### src/rtl/rsa_pkg.sv
// Shared definitions for the RSA core control blocks: default operand width
// and the common two-state control enum.
package rsa_pkg;

  localparam int RSA_WIDTH = 256;

  typedef enum logic {
    S_IDLE = 1'b0,
    S_RUN  = 1'b1
  } rsa_state_e;

endpackage

### src/rtl/rsa_mod_prod_if.sv
// Request/result bundle for rsa_mod_prod; master issues operands, slave computes.
interface rsa_mod_prod_if #(
  parameter int WIDTH = rsa_pkg::RSA_WIDTH
);

  logic             i_start;
  logic [WIDTH-1:0] i_a;
  logic [WIDTH-1:0] i_n;
  logic [WIDTH-1:0] o_result;
  logic             o_finished;
  logic             o_busy;

  modport master (
    output i_start, i_a, i_n,
    input  o_result, o_finished, o_busy
  );

  modport slave (
    input  i_start, i_a, i_n,
    output o_result, o_finished, o_busy
  );

endinterface

### src/rtl/rsa_mod_prod_double.sv
// mod_double: one combinational modular doubling step, r = 2t mod n for t < n.
module mod_double #(
  parameter int WIDTH = rsa_pkg::RSA_WIDTH
) (
  input  logic [WIDTH:0]   t,
  input  logic [WIDTH-1:0] n,
  output logic [WIDTH:0]   r
);

  logic [WIDTH:0] t2;
  logic [WIDTH:0] n_ext;

  // The shifted value can exceed WIDTH bits, so the compare keeps the carry bit.
  always_comb begin
    t2    = t << 1;
    n_ext = {1'b0, n};
    r     = (t2 >= n_ext) ? (t2 - n_ext) : t2;
  end

endmodule

### src/rtl/rsa_mod_prod.sv
// Montgomery-domain entry: o_result = i_a * 2^SHIFT mod i_n by repeated doubling.
// Define RSA_MOD_PROD_RADIX4_EN to apply two doubling steps per cycle.
module rsa_mod_prod
  import rsa_pkg::*;
#(
  parameter int WIDTH = RSA_WIDTH,
  parameter int SHIFT = 256
) (
  input  logic           i_clk,
  input  logic           i_rst,
  rsa_mod_prod_if.slave  bus
);

`ifdef RSA_MOD_PROD_RADIX4_EN
  localparam int STEPS = SHIFT / 2;
`else
  localparam int STEPS = SHIFT;
`endif
  localparam int CNT_W = $clog2(SHIFT + 1);
  localparam logic [CNT_W-1:0] LAST_STEP = CNT_W'(STEPS - 1);

  generate
    if (SHIFT < 1) begin : g_bad_shift
      $error("rsa_mod_prod: SHIFT must be at least 1");
    end
`ifdef RSA_MOD_PROD_RADIX4_EN
    if ((SHIFT % 2) != 0) begin : g_odd_shift
      $error("rsa_mod_prod: SHIFT must be even when radix-4 stepping is enabled");
    end
`endif
  endgenerate

  rsa_state_e       state_q, state_d;
  logic [CNT_W-1:0] cnt_q, cnt_d;
  logic [WIDTH:0]   t_q, t_d;
  logic [WIDTH-1:0] n_q, n_d;
  logic [WIDTH-1:0] result_q, result_d;
  logic             finished_q, finished_d;
  logic             busy_q, busy_d;

  logic [WIDTH:0]   t_step1;
  logic [WIDTH:0]   t_next;

  mod_double #(.WIDTH(WIDTH)) u_double0 (
    .t (t_q),
    .n (n_q),
    .r (t_step1)
  );

`ifdef RSA_MOD_PROD_RADIX4_EN
  mod_double #(.WIDTH(WIDTH)) u_double1 (
    .t (t_step1),
    .n (n_q),
    .r (t_next)
  );
`else
  assign t_next = t_step1;
`endif

  always_ff @(posedge i_clk or negedge i_rst) begin
    if (!i_rst) begin
      state_q    <= S_IDLE;
      cnt_q      <= '0;
      t_q        <= '0;
      n_q        <= '0;
      result_q   <= '0;
      finished_q <= 1'b0;
      busy_q     <= 1'b0;
    end else begin
      state_q    <= state_d;
      cnt_q      <= cnt_d;
      t_q        <= t_d;
      n_q        <= n_d;
      result_q   <= result_d;
      finished_q <= finished_d;
      busy_q     <= busy_d;
    end
  end

  // Starts are only honoured from idle; the completion cycle is already idle,
  // which is what lets a new request follow with no gap.
  always_comb begin
    state_d    = state_q;
    cnt_d      = cnt_q;
    t_d        = t_q;
    n_d        = n_q;
    result_d   = result_q;
    finished_d = 1'b0;
    busy_d     = busy_q;

    unique case (state_q)
      S_IDLE: begin
        if (bus.i_start) begin
          t_d     = {1'b0, bus.i_a};
          n_d     = bus.i_n;
          cnt_d   = '0;
          busy_d  = 1'b1;
          state_d = S_RUN;
        end
      end
      S_RUN: begin
        t_d = t_next;
        if (cnt_q == LAST_STEP) begin
          result_d   = t_next[WIDTH-1:0];
          finished_d = 1'b1;
          busy_d     = 1'b0;
          state_d    = S_IDLE;
        end else begin
          cnt_d = cnt_q + CNT_W'(1);
        end
      end
      default: state_d = S_IDLE;
    endcase
  end

  assign bus.o_result   = result_q;
  assign bus.o_finished = finished_q;
  assign bus.o_busy     = busy_q;

endmodule

### src/flat_wrapper.sv
// flat-port wrapper written by rule: the top's interface ports become plain ports
module rsa_mod_prod_flat import rsa_pkg::*;
#(
  parameter int WIDTH = RSA_WIDTH,
  parameter int SHIFT = 256
)
  (i_clk, i_rst, bus_i_start, bus_i_a, bus_i_n, bus_o_result, bus_o_finished, bus_o_busy);
  rsa_mod_prod_if #(.WIDTH(WIDTH)) bus_i ();
  input  logic i_clk;
  input  logic i_rst;
  input wire logic [$bits(bus_i.i_start)-1:0] bus_i_start;
  input wire logic [$bits(bus_i.i_a)-1:0] bus_i_a;
  input wire logic [$bits(bus_i.i_n)-1:0] bus_i_n;
  output wire logic [$bits(bus_i.o_result)-1:0] bus_o_result;
  output wire logic [$bits(bus_i.o_finished)-1:0] bus_o_finished;
  output wire logic [$bits(bus_i.o_busy)-1:0] bus_o_busy;
  assign bus_i.i_start = bus_i_start;
  assign bus_i.i_a = bus_i_a;
  assign bus_i.i_n = bus_i_n;
  assign bus_o_result = bus_i.o_result;
  assign bus_o_finished = bus_i.o_finished;
  assign bus_o_busy = bus_i.o_busy;
  rsa_mod_prod #(.WIDTH(WIDTH), .SHIFT(SHIFT)) u_core (.i_clk(i_clk), .i_rst(i_rst), .bus(bus_i));
endmodule
### config.mk
export PLATFORM = sky130hd
export DESIGN_NAME = rsa_mod_prod_flat
export DESIGN_NICKNAME = d
export VERILOG_FILES = /design/src/rtl/rsa_pkg.sv /design/src/rtl/rsa_mod_prod_if.sv /design/src/rtl/rsa_mod_prod_double.sv /design/src/rtl/rsa_mod_prod.sv /design/src/flat_wrapper.sv
export SDC_FILE = /design/constraint.sdc
export NUM_CORES = 2
export LEC_CHECK = 0
export CAP_MARGIN = 20
export CORE_MARGIN = 2
export CORE_UTILIZATION = 30
export DETAILED_ROUTE_END_ITERATION = 10
export PLACE_DENSITY = 0.56
export SLEW_MARGIN = 20
export SYNTH_ARGS = -nofsm -noshare
export SYNTH_HDL_FRONTEND = slang
export SYNTH_SLANG_ARGS = --single-unit
### constraint.sdc
create_clock -name i_clk -period 5.6 [get_ports i_clk]
set_input_delay 1.4 -clock i_clk [delete_from_list [all_inputs] [get_ports i_clk]]
set_output_delay 1.4 -clock i_clk [all_outputs]
set_load 0.005 [all_outputs]
# == Yosys cells after proc, flatten, opt, wreduce, memory -nomap -nowiden ==
# Index checks and enable logic that the tools add are counted.
# word_totals
regBits,780
input_bits,515
output_inout_bits,258
word_cells,33
# classes
add_sub_neg,2
n_lt_le_gt_ge,1
n_eq_ne,4
n_mux,14
bitwise_logic,1
reduce_logical,4
# op_table
operator,count
$mux 256,2
$pmux 256 s2,1
$ge 257x256->1,1
$sub 256x256->256,1
$mux 9,2
$pmux 9 s2,1
$add 9x1->9 const B,1
$eq 9x8->1 const B,1
$reduce_and 2->1,4
$mux 1,6
$ne 2x2->1 const B,3
$pmux 1 s2,2
$not 1->1,1

# == Logic depth before layout (Yosys ltp) ==
# logic_depth
depth_word,3
mapped_depth,22
depth_no_buf,17

# == Cells and area by module ==
# From an unflattened synthesis, not the netlist that was laid out.
# unflattened
hier_cells,6717
area_unflattened_um2,54095.6
# by_module_without_submodules
module,n_inst,cells_each,area_each_um2,seq_area_each_um2
rsa_mod_prod,1,2797,31245.0,19543.7
mod_double,1,3920,22850.7,0.0

# == Least setup slack after synthesis ==
# OpenSTA, ideal clock, no wires.
# synth_path
path_type,register to register
from,reg u_core.t_q[74]
to,reg u_core.t_q[234]
setup_time_ns,0.137
t_arrival_ns,3.763
required_ns,5.463
setup_slack_ns,1.700
stages_incl_launch_ff,17
n_path_buf,1
period_less_slack_ns,3.900
cell_sequence,dfrtp_1 ha_1 clkbuf_1 a21o_1 a21o_1 a21o_1 a21oi_1 a21bo_2 a2111oi_1 a221oi_1 nand3_1 a31o_2 a2111oi_2 o31ai_4 or3_1 a32oi_1 a21oi_1
# synth_via
elab_chain_cells,3
word_cells_on_any_way,4
cone_classes,add/sub (1); order compare (1); mux (2)
# synth_rtl
item,line,source
from (decl),rsa_mod_prod.sv:35,"logic [WIDTH:0] t_q, t_d;"
from (signal assigned),rsa_mod_prod.sv:72,t_q <= t_d;
$sub 256x256->256 / $ge 257x256->1 (equally long branches),rsa_mod_prod_double.sv:17,r = (t2 >= n_ext) ? (t2 - n_ext) : t2;
$mux 256 (*),rsa_mod_prod_double.sv:17,
$pmux 256 s2 (*),rsa_mod_prod.sv:91,unique case (state_q)
# Every way passes the cells marked *; elsewhere a longest branch is shown, timed or not.
# A chain may end at the register's enable or synchronous reset.

# == Final worst setup path ==
# layout_path
from,reg u_core.t_q[125]
to,reg u_core.t_q[240]
# The elaborated chain is that of the path after synthesis.

==> results_dict.tcl <==
set metrics [dict create \
    final_area_mm2 0.0668 \
    final_nets 8125 \
    fmax_mhz 185 \
    path_delay_family "simple AND/OR/NAND/NOR gates" \
    grt_pass1_vias 51845 \
    synthSimpleGateAreaFrac 0.185 \
    clock_skew_ps 49.9 \
    synth_top_cell_by_area "dfrtp_1" \
    antenna_found_initial 38 \
    dp_hpwl_mm 192 \
    cts_hold_buf 0 \
    slowest_stage "or4_1" \
    p_per_area_mw_per_mm2 747 \
    cts_buffers 94 \
    final_cells 9773 \
    cp-start-kind "flop" \
    syn-num-nets 7475 \
    grt_max_degree 170 \
    cts.sink_count 780 \
    n_fill_cell 18156 \
    drv_cap 0 \
    worstPathRequired_ps 6160 \
    max_slew_margin 0.294 \
    min_path_type "flop to flop" \
    clk_latency_ps 740 \
    io_pins 773 \
    drt_first_iter_violations 4054 \
    syn_area_mm2 0.0525 \
    vias 52161 \
    fin_tns_setup_ps 0 \
    die_h_um 422 \
    synth_xor_area_frac 0.0412 \
    synth-seq-cells 780 \
    p_total_uw 49900 \
    synthTopCellsByCount "a21oi_1 (919), nand2_1 (904), dfrtp_1 (780)" \
    core_region_area_mm2 0.174 \
    synthMuxAreaShare 0.0102 \
    drv_slew 0 \
    synth_cell_types 89 \
    synth_warnings 0 \
    multi_input_area_mm2 0.0300 \
    via_per_inst 5.34 \
    syn_to_final_growth_pct 27.4 \
    globalRouteMet3Util 0.0315 \
    worst_pin_slew_ps 1060 \
    synth_top_family_by_area "compound AO/OA/AOI/OAI gates" \
    ir_drop_uv 307 \
    cp-end-kind "flop" \
    leakagePower_uw 0.0277 \
    path_cells "ha_1 -> nand2_1 -> nor2_1 -> nand2_1 -> nor3_1 -> and3_1 -> nand2_1 -> or4_1 -> nor2_1 -> a211o_1 -> buf_4 -> a211o_1 -> a21oi_1 -> xor2_1 -> nor2_1 -> a21oi_1 -> a21oi_1" \
    row_count 153 \
    worst_path_largest_cell_delay_ps 660 \
    drtPass1Iterations 6 \
    synth_adder_area_share 0.0619 \
    initial_core_util 0.302 \
    grt_usage 0.260 \
    outcome "complete, no violations" \
    cts_root_buffer "clkbuf_16" \
    cts_tree "yes" \
    grt_overflow_total 0 \
    synth_compound_area_frac 0.272 \
    place_area_mm2 0.0634 \
    port_buffers 772 \
    grt_first_pass_wirelength_mm 350 \
    area.sequential_mm2 0.0195 \
    top_usage_layer "met2" \
    cts_buffer_depth 3 \
    timing.final.crit_share 0.966 \
    holdWs_ps 477 \
    htreeDepth 3 \
    die_width_um 422 \
    synthArstFlopShare 1.00 \
    finalHoldViolations 0 \
    critPathArrivalTime_ps 5970 \
    use_met1 0.332 \
    use_met2 0.443 \
    seq_area_frac_synth 0.372 \
    ys.flop_type "dfrtp_1" \
    yosysMostFrequentCell "a21oi_1" \
    ant_nets 0 \
    synth_top_area_frac 0.372 \
    placed_cells 9577 \
    worstSetupPathType "flop to flop" \
    avgSynthCellArea_um2 7.83 \
    synth_edf_count 0 \
    drt_wl_total_mm 240 \
    syn_inst 6701 \
    min_period_ps 5410 \
    routabilityCongestion 0.972 \
    setup_viol 0 \
    fp.dieArea_mm2 0.178 \
    drive_above_1_share 0.0606 \
    synth.area.top_cells "dfrtp_1 (37%), a21oi_1 (8.8%), o21ai_0 (7.4%)" \
    worst-path-buf-inv 1 \
    drc 0 \
    wl_per_cell_um 24.5 \
    clkTransAtPathRegs_ps 60 \
    path_max_fanout 7 \
]
-- flip-flops by register name (all words and copies together) (netlist names) --
signal                 cells
u_core.state_q             1
u_core.bus.o_finished      1
u_core.cnt_q               9
u_core.n_q               256
u_core.t_q               256
u_core.bus.o_busy          1
u_core.bus.o_result      256
-- where the power goes --
group	switching, uW	leakage [uW]	internal, uW	total, uW
logic	21900	0.0162	12600	34600
registers	1150	0.00987	7480	8630
clock network	2740	0.00163	3980	6720
total	25800	0.0277	24100	49900
-- final timing paths --
check	from	endpoint	slack, ps	cells after the start
max reg2reg	u_core.t_q[125]	u_core.t_q[240]	190	17
min in group asynchronous	i_rst	u_core.t_q[164]	750	1
max in group asynchronous	i_rst	u_core.n_q[41]	3630	2
max	u_core.t_q[125]	u_core.t_q[240]	190	17
min	u_core.bus.o_result[253]	u_core.bus.o_result[253]	480	2
min reg2reg	u_core.bus.o_result[253]	u_core.bus.o_result[253]	480	2
-- layout by cell type (no fill, tap or decap), types with 182 or more instances in the layout --
| master | Yosys | routed |
|---|---|---|
| inv_1 | 358 | 357 |
| a21oi_1 | 919 | 919 |
| o21ai_0 | 775 | 774 |
| nor2b_1 | 253 | 252 |
| nor2_1 | 513 | 513 |
| buf_4 | 0 | 182 |
| nand2_1 | 904 | 903 |
| dfrtp_1 | 780 | 779 |
| clkdlybuf4s50_1 | 0 | 770 |
| ha_1 | 258 | 258 |
| a211oi_1 | 246 | 246 |
-- worst min-delay path, delay by kind of cell (launching register included) --
family	cells	cell delay, ps
simple gates	1	40
flops	1	340
compound gates	1	60
-- final cells by class --
type	instances	area share
multi-input cells	5135	0.449
flip-flops and latches	780	0.292
repair buffers	982	0.144
well taps	2325	0.0435
clock buffers	129	0.0402
inverters	358	0.0201
clock inverters	44	0.00960
diodes	20	0.000749
-- per-stage QoR --
| stage | util | setup slack [ps] |
|---|---|---|
| detailed placement | 0.365 | -373 |
| floorplan | - | 1700 |
| global placement | 0.364 | -375 |
| global route | 0.384 | -19.1 |
| CTS | 0.384 | 24.0 |
| finish | 0.385 | 188 |
-- kinds of logic (layout without fill, tap and decap cells) --
group,Yosys count,in the layout
adders and majority gates,259,259
muxes,52,52
and+or+nand+nor,2126,2126
other,0,20
DFF,780,780
AOI/OAI and AO/OA,2451,2451
xor gates and xnor gates,247,247
buffers and inverters,786,1513
-- repair_timing --
item	4_1_cts	5_1_grt
pin swaps	0	1
gates resized for setup	3	8
buffers inserted	0	2
setup endpoints to repair	12	25
-- per-layer routing --
metal  routed length [um]  up-vias
met2               117000     1577
li1                     -    24872
met4                 9830        2
met3                10300      328
met1               102000    25382
met5                   13        -
Power figures use the tool's default switching activity.
